[src/rtl/dm_load_unit_pkg.sv]
// Shared definitions for the data-memory load/store paths.
//   - Load-select encodings (m_lsel) consumed by the load unit.
//   - Store-select encodings consumed by the store-merge path, kept here so
//     both sides of the data memory share one definition.
//   - Exception code for a bad load address and the default memory depth.
//   - The WB-stage register layout.
package dm_load_unit_pkg;

  // Default number of 32-bit words in data memory.
  localparam int unsigned DM_WORDS_DEFAULT = 12288;

  // Exception code reported for a bad load address.
  localparam logic [4:0] EXC_ADEL = 5'd4;

  // Load type. Encodings 101..111 are reserved and behave as a non-load.
  typedef enum logic [2:0] {
    LSEL_LW  = 3'b000,
    LSEL_LB  = 3'b001,
    LSEL_LBU = 3'b010,
    LSEL_LH  = 3'b011,
    LSEL_LHU = 3'b100
  } lsel_e;

  // Store type used by the store-merge path.
  typedef enum logic [1:0] {
    SSEL_SW = 2'b00,
    SSEL_SB = 2'b01,
    SSEL_SH = 2'b10
  } ssel_e;

  // Contents of the WB-stage register.
  typedef struct packed {
    logic        valid;
    logic        we;
    logic [4:0]  rd;
    logic [31:0] data;
    logic [31:0] pc;
    logic        exc;
    logic [4:0]  exc_code;
    logic [31:0] badvaddr;
  } wb_t;

endpackage

[src/rtl/dm_load_unit_load_extend.sv]
// load_extend: combinational byte/halfword/word extraction and extension.
// Ports:
//   raw_i        in  32  raw word read from data memory
//   off_i        in  2   byte offset within the word (address bits [1:0])
//   lsel_i       in  3   load type (lsel_e encoding)
//   data_o       out 32  extracted and sign/zero-extended value
//   misaligned_o out 1   access is not naturally aligned for its size
//   legal_o      out 1   lsel_i is a defined load encoding
module load_extend
  import dm_load_unit_pkg::*;
(
  input  logic [31:0] raw_i,
  input  logic [1:0]  off_i,
  input  logic [2:0]  lsel_i,
  output logic [31:0] data_o,
  output logic        misaligned_o,
  output logic        legal_o
);

  logic [7:0]  byte_sel;
  logic [15:0] half_sel;

  always_comb begin
    byte_sel = raw_i[7:0];
    case (off_i)
      2'b00: byte_sel = raw_i[7:0];
      2'b01: byte_sel = raw_i[15:8];
      2'b10: byte_sel = raw_i[23:16];
      2'b11: byte_sel = raw_i[31:24];
      default: byte_sel = raw_i[7:0];
    endcase
  end

  assign half_sel = off_i[1] ? raw_i[31:16] : raw_i[15:0];

  always_comb begin
    data_o       = 32'h0;
    misaligned_o = 1'b0;
    legal_o      = 1'b1;
    case (lsel_i)
      LSEL_LW: begin
        data_o       = raw_i;
        misaligned_o = (off_i != 2'b00);
      end
      LSEL_LB:  data_o = {{24{byte_sel[7]}}, byte_sel};
      LSEL_LBU: data_o = {24'h0, byte_sel};
      LSEL_LH: begin
        data_o       = {{16{half_sel[15]}}, half_sel};
        misaligned_o = off_i[0];
      end
      LSEL_LHU: begin
        data_o       = {16'h0, half_sel};
        misaligned_o = off_i[0];
      end
      default: legal_o = 1'b0;
    endcase
  end

endmodule

[src/rtl/dm_load_unit.sv]
// dm_load_unit: MEM->WB load path of the data memory.
// Drives the word-aligned read address, extracts and extends the addressed
// byte/halfword/word from the returned word, checks alignment and range, and
// registers the result into the WB stage with stall and flush.
// Ports:
//   clk, reset (sync, active-high)
//   m_valid, m_load, m_lsel[2:0], m_addr[31:0], m_pc[31:0], m_rd[4:0]  MEM stage
//   stall, flush                                                      WB control
//   dm_addr[31:0] out (combinational), dm_rdata[31:0] in              data memory
//   w_valid, w_we, w_rd, w_data, w_pc, w_exc, w_exc_code, w_badvaddr  WB stage
module dm_load_unit
  import dm_load_unit_pkg::*;
#(
  parameter int unsigned DM_WORDS = DM_WORDS_DEFAULT
) (
  input  logic        clk,
  input  logic        reset,
  input  logic        m_valid,
  input  logic        m_load,
  input  logic [2:0]  m_lsel,
  input  logic [31:0] m_addr,
  input  logic [31:0] m_pc,
  input  logic [4:0]  m_rd,
  input  logic        stall,
  input  logic        flush,
  output logic [31:0] dm_addr,
  input  logic [31:0] dm_rdata,
  output logic        w_valid,
  output logic        w_we,
  output logic [4:0]  w_rd,
  output logic [31:0] w_data,
  output logic [31:0] w_pc,
  output logic        w_exc,
  output logic [4:0]  w_exc_code,
  output logic [31:0] w_badvaddr
);

  // One extra bit so the byte limit cannot wrap for large memories.
  localparam logic [32:0] DM_BYTES = 33'(DM_WORDS) << 2;

  logic [31:0] ext_data;
  logic        misaligned;
  logic        lsel_legal;
  logic        capture;
  logic        out_of_range;
  logic        exc;
  wb_t         wb_d;
  wb_t         wb_q;

  // Read address ignores stall/flush: memory is always presented the MEM address.
  assign dm_addr = {m_addr[31:2], 2'b00};

  load_extend u_load_extend (
    .raw_i        (dm_rdata),
    .off_i        (m_addr[1:0]),
    .lsel_i       (m_lsel),
    .data_o       (ext_data),
    .misaligned_o (misaligned),
    .legal_o      (lsel_legal)
  );

  assign capture      = m_valid & m_load & lsel_legal;
  assign out_of_range = ({1'b0, m_addr} >= DM_BYTES);
  assign exc          = misaligned | out_of_range;

  // Anything that is not a captured load enters WB as an all-zero bubble.
  // A faulting load carries no data and never writes the register file.
  always_comb begin
    wb_d = '0;
    if (capture) begin
      wb_d.valid = 1'b1;
      wb_d.rd    = m_rd;
      wb_d.pc    = m_pc;
      if (exc) begin
        wb_d.exc      = 1'b1;
        wb_d.exc_code = EXC_ADEL;
        wb_d.badvaddr = m_addr;
      end else begin
        wb_d.data = ext_data;
        wb_d.we   = (m_rd != 5'd0);
      end
    end
  end

  // Priority: reset, flush (clears everything), stall (hold), capture.
  always_ff @(posedge clk) begin
    if (reset) begin
      wb_q <= '0;
    end else if (flush) begin
      wb_q <= '0;
    end else if (!stall) begin
      wb_q <= wb_d;
    end
  end

  assign w_valid    = wb_q.valid;
  assign w_we       = wb_q.we;
  assign w_rd       = wb_q.rd;
  assign w_data     = wb_q.data;
  assign w_pc       = wb_q.pc;
  assign w_exc      = wb_q.exc;
  assign w_exc_code = wb_q.exc_code;
  assign w_badvaddr = wb_q.badvaddr;

endmodule

[config.mk]
export PLATFORM = sky130hd
export DESIGN_NAME = dm_load_unit
export DESIGN_NICKNAME = d
export VERILOG_FILES = /design/src/rtl/dm_load_unit_pkg.sv /design/src/rtl/dm_load_unit_load_extend.sv /design/src/rtl/dm_load_unit.sv
export SDC_FILE = /design/constraint.sdc
export NUM_CORES = 1
export LEC_CHECK = 0
export CORE_MARGIN = 8
export CORE_UTILIZATION = 40
export CTS_CLUSTER_SIZE = 16
export DETAILED_ROUTE_END_ITERATION = 7
export HOLD_SLACK_MARGIN = 0.05
export PLACE_DENSITY = 0.9
export SLEW_MARGIN = 20
export SYNTH_ARGS = -nofsm -noshare
export SYNTH_HDL_FRONTEND = slang
export SYNTH_SLANG_ARGS = --single-unit
export TNS_END_PERCENT = 10
[constraint.sdc]
create_clock -name clk -period 2.6 [get_ports clk]
set_input_delay 0.39 -clock clk [delete_from_list [all_inputs] [get_ports clk]]
set_output_delay 0.39 -clock clk [all_outputs]
set_load 0.05 [all_outputs]
==> run metrics <==
Leak Pwr=2.67 nW; most frequent standard cell in the layout excluding fill and tap cells=sky130_fd_sc_hd__clkdlybuf4s50_1; I/O Buffers=244; ratio of routed vias to standard cells=5.66; async set-reset flop share out of synthesis=0%; PostCTS Resize Cnt=0; Hold Buf Count CTS=0; Final Cycle Share=88.3%; DRT Wirelength=18100 µm; CP Data Required Time=2.86 ns; f_max=436 MHz; standard cell core area=11900 µm²; remaining max-slew budget at the tightest pin=43.2%; flop-to-flop setup slack=1.67 ns; CTS tree=built; Post-layout nets=824; floorplan die area=15900 µm²; Yosys top cell by area=sky130_fd_sc_hd__dfxtp_1; number of flops mapped to enable cells by yosys=0; post-synthesis register bit count=104; layout overhead on the synthesized area=54.2%; number of inserted filler cells in the final layout=991; crit path max fanout=25; synthesized area=4840 µm²; sequential fraction of the synthesis area=43.0%; Worst-Skew Late Latency=0.34 ns; clk buf depth=2; synthesized area divided by synthesized cell count=9.35 µm²; DR iter-0 viols=381; post-route minimum period=2.30 ns; actual slew at the worst max-slew pin=0.852 ns; Primary FF master, synth=sky130_fd_sc_hd__dfxtp_1; die height=126 µm; fraction of final layout cells with drive strength greater than 1=7.79%; smallest setup slack after layout=0.305 ns; final number of max-transition violations=0; run status=finished, final reports clean; drt pass-1 iters=5; synthesized netlist cell count=518; total power divided by cell area=498 nW/µm²; ant diodes=0; post-route design area=7470 µm²; grt total ovfl=0; top library cells by usage in the layout, fill and taps aside=sky130_fd_sc_hd__clkdlybuf4s50_1, sky130_fd_sc_hd__dfxtp_1, sky130_fd_sc_hd__a22oi_1; startpoint class of the critical path=input port; Post-Place Worst Slack=-0.0216 ns; Yosys Warn Count=0; count of vias placed by the detailed router=4904; clock transition at the register clock pins on the worst setup and hold paths after CTS=0.07 ns; DRC violation count after routing=0; Max Cap Viol=0; postcts setup bufs=0; PnR Total Power=0.00372 W; cells taking the most area after synthesis=sky130_fd_sc_hd__dfxtp_1, sky130_fd_sc_hd__a22oi_1, sky130_fd_sc_hd__a22o_1; number of buffers created by CTS=9; drt wl/cell=20.9 µm; Synth cell types=50; die outline width=126 µm; final core area utilization=62.7%; Crit. End Element=register; final hold violations=0; top cell type's share of synthesized area=43.0%; maximum number of pins on one net before global-route repair=48; setup violators final=0; setup repair after global routing missed its margin=no; placed wire-length estimate after detailed placement=13900 µm; initial antenna violation count=1; classification of the worst-slack hold path=register to register; buffer cell driving the clock tree root=sky130_fd_sc_hd__clkbuf_16; top-level I/O count=251; VDD IR max=285 µV; via count of the first global-routing pass=5128; WS Path Type=input port to register; ANT nets after route=0; effective utilization at floorplan=40.7%; Clock Sinks=104; final worst clock skew=0 ns; Routability Congestion=0.831; area of placed instances=7160 µm²; wire length of the first global-routing pass=28600 µm; global-route usage over all layers=22.5%; number of core rows=40; data arrival time of the critical path=2.56 ns; H-tree levels=3
-- cell type report --
type / count / area (µm²) / area share (%)
clock buffer: 9 / 225 / 3.02
clock inverter: 7 / 83.8 / 1.12
inverter: 8 / 30.0 / 0.402
multi-input combinational: 327 / 2270 / 30.4
sequential: 104 / 2080 / 27.9
tap: 147 / 184 / 2.46
timing repair buffer: 264 / 2590 / 34.7
-- cell families after synthesis --
group,share of synthesized area [%]
buf+inv,10.8
compound gates,28.4
other cells,0.0774
mux,5.50
simple gates,12.0
flops,43.0
xor+xnor,0.181
-- power by group --
part	switching, W	internal, W
combinational	0.000387	0.000307
sequential	0.00000584	0.00160
clock	0.000651	0.000767
-- worst max-delay path, cell delays in order --
cell and delay, ns:
sky130_fd_sc_hd__clkdlybuf4s50_1 0.49, sky130_fd_sc_hd__or2_1 0.27, sky130_fd_sc_hd__buf_4 0.24, sky130_fd_sc_hd__a2111oi_4 0.46, sky130_fd_sc_hd__nand4_4 0.41, sky130_fd_sc_hd__o21ai_0 0.28
-- synthesized netlist by cell type, types with 2 or more instances --
cell	count
sky130_fd_sc_hd__o21ai_0	5
sky130_fd_sc_hd__mux2i_1	21
sky130_fd_sc_hd__nand3_1	7
sky130_fd_sc_hd__buf_6	4
sky130_fd_sc_hd__clkbuf_1	32
sky130_fd_sc_hd__buf_2	8
sky130_fd_sc_hd__a211oi_1	8
sky130_fd_sc_hd__nor3b_1	2
sky130_fd_sc_hd__nand2b_1	8
sky130_fd_sc_hd__o211a_1	8
sky130_fd_sc_hd__a31oi_1	9
sky130_fd_sc_hd__o21ai_1	20
sky130_fd_sc_hd__inv_1	7
sky130_fd_sc_hd__dfxtp_1	104
sky130_fd_sc_hd__buf_1	3
sky130_fd_sc_hd__buf_4	37
sky130_fd_sc_hd__a221oi_1	8
sky130_fd_sc_hd__or2_1	2
sky130_fd_sc_hd__nor4_1	3
sky130_fd_sc_hd__mux2_2	3
sky130_fd_sc_hd__nand3b_1	2
sky130_fd_sc_hd__a22o_1	32
sky130_fd_sc_hd__a21oi_1	8
sky130_fd_sc_hd__nor2b_1	12
sky130_fd_sc_hd__o32ai_1	7
sky130_fd_sc_hd__a2bb2oi_1	7
sky130_fd_sc_hd__a22oi_1	54
sky130_fd_sc_hd__nand2_1	35
sky130_fd_sc_hd__or4_1	2
sky130_fd_sc_hd__nor2_1	40
-- metal layers --
layer	share of wire, %	track usage (%)
met1	39	25.0
met2	50	39.0
met3	7.9	6.88
met4	3.2	9.48
met5	0.044	0
-- sequential cells by signal, summed over array words and instances, names as in the netlist --
register / cells
w_data: 32
w_valid: 1
w_pc: 32
w_badvaddr: 32
w_exc_code: 1
w_rd: 5
w_we: 1
-- path summary, 6_finish.rpt --
path | startpoint | to | cells after the start
worst max-delay path | m_lsel[1] | w_data[2] | 6
worst min-delay path | w_data[17] | w_data[17] | 2
worst max register to register | w_data[7] | w_data[7] | 3
worst min register to register | w_data[17] | w_data[17] | 2
-- per-stage QoR --
stage	instances	hold slack [ns]	setup TNS [ns]
CTS	866	0.450	0
detailed placement	850	0.440	-0.0910
finish	866	0.447	0
global route	866	0.469	0
global placement	850	0.436	0
floorplan	523	0.523	0
(Power assumes the default switching activity.)
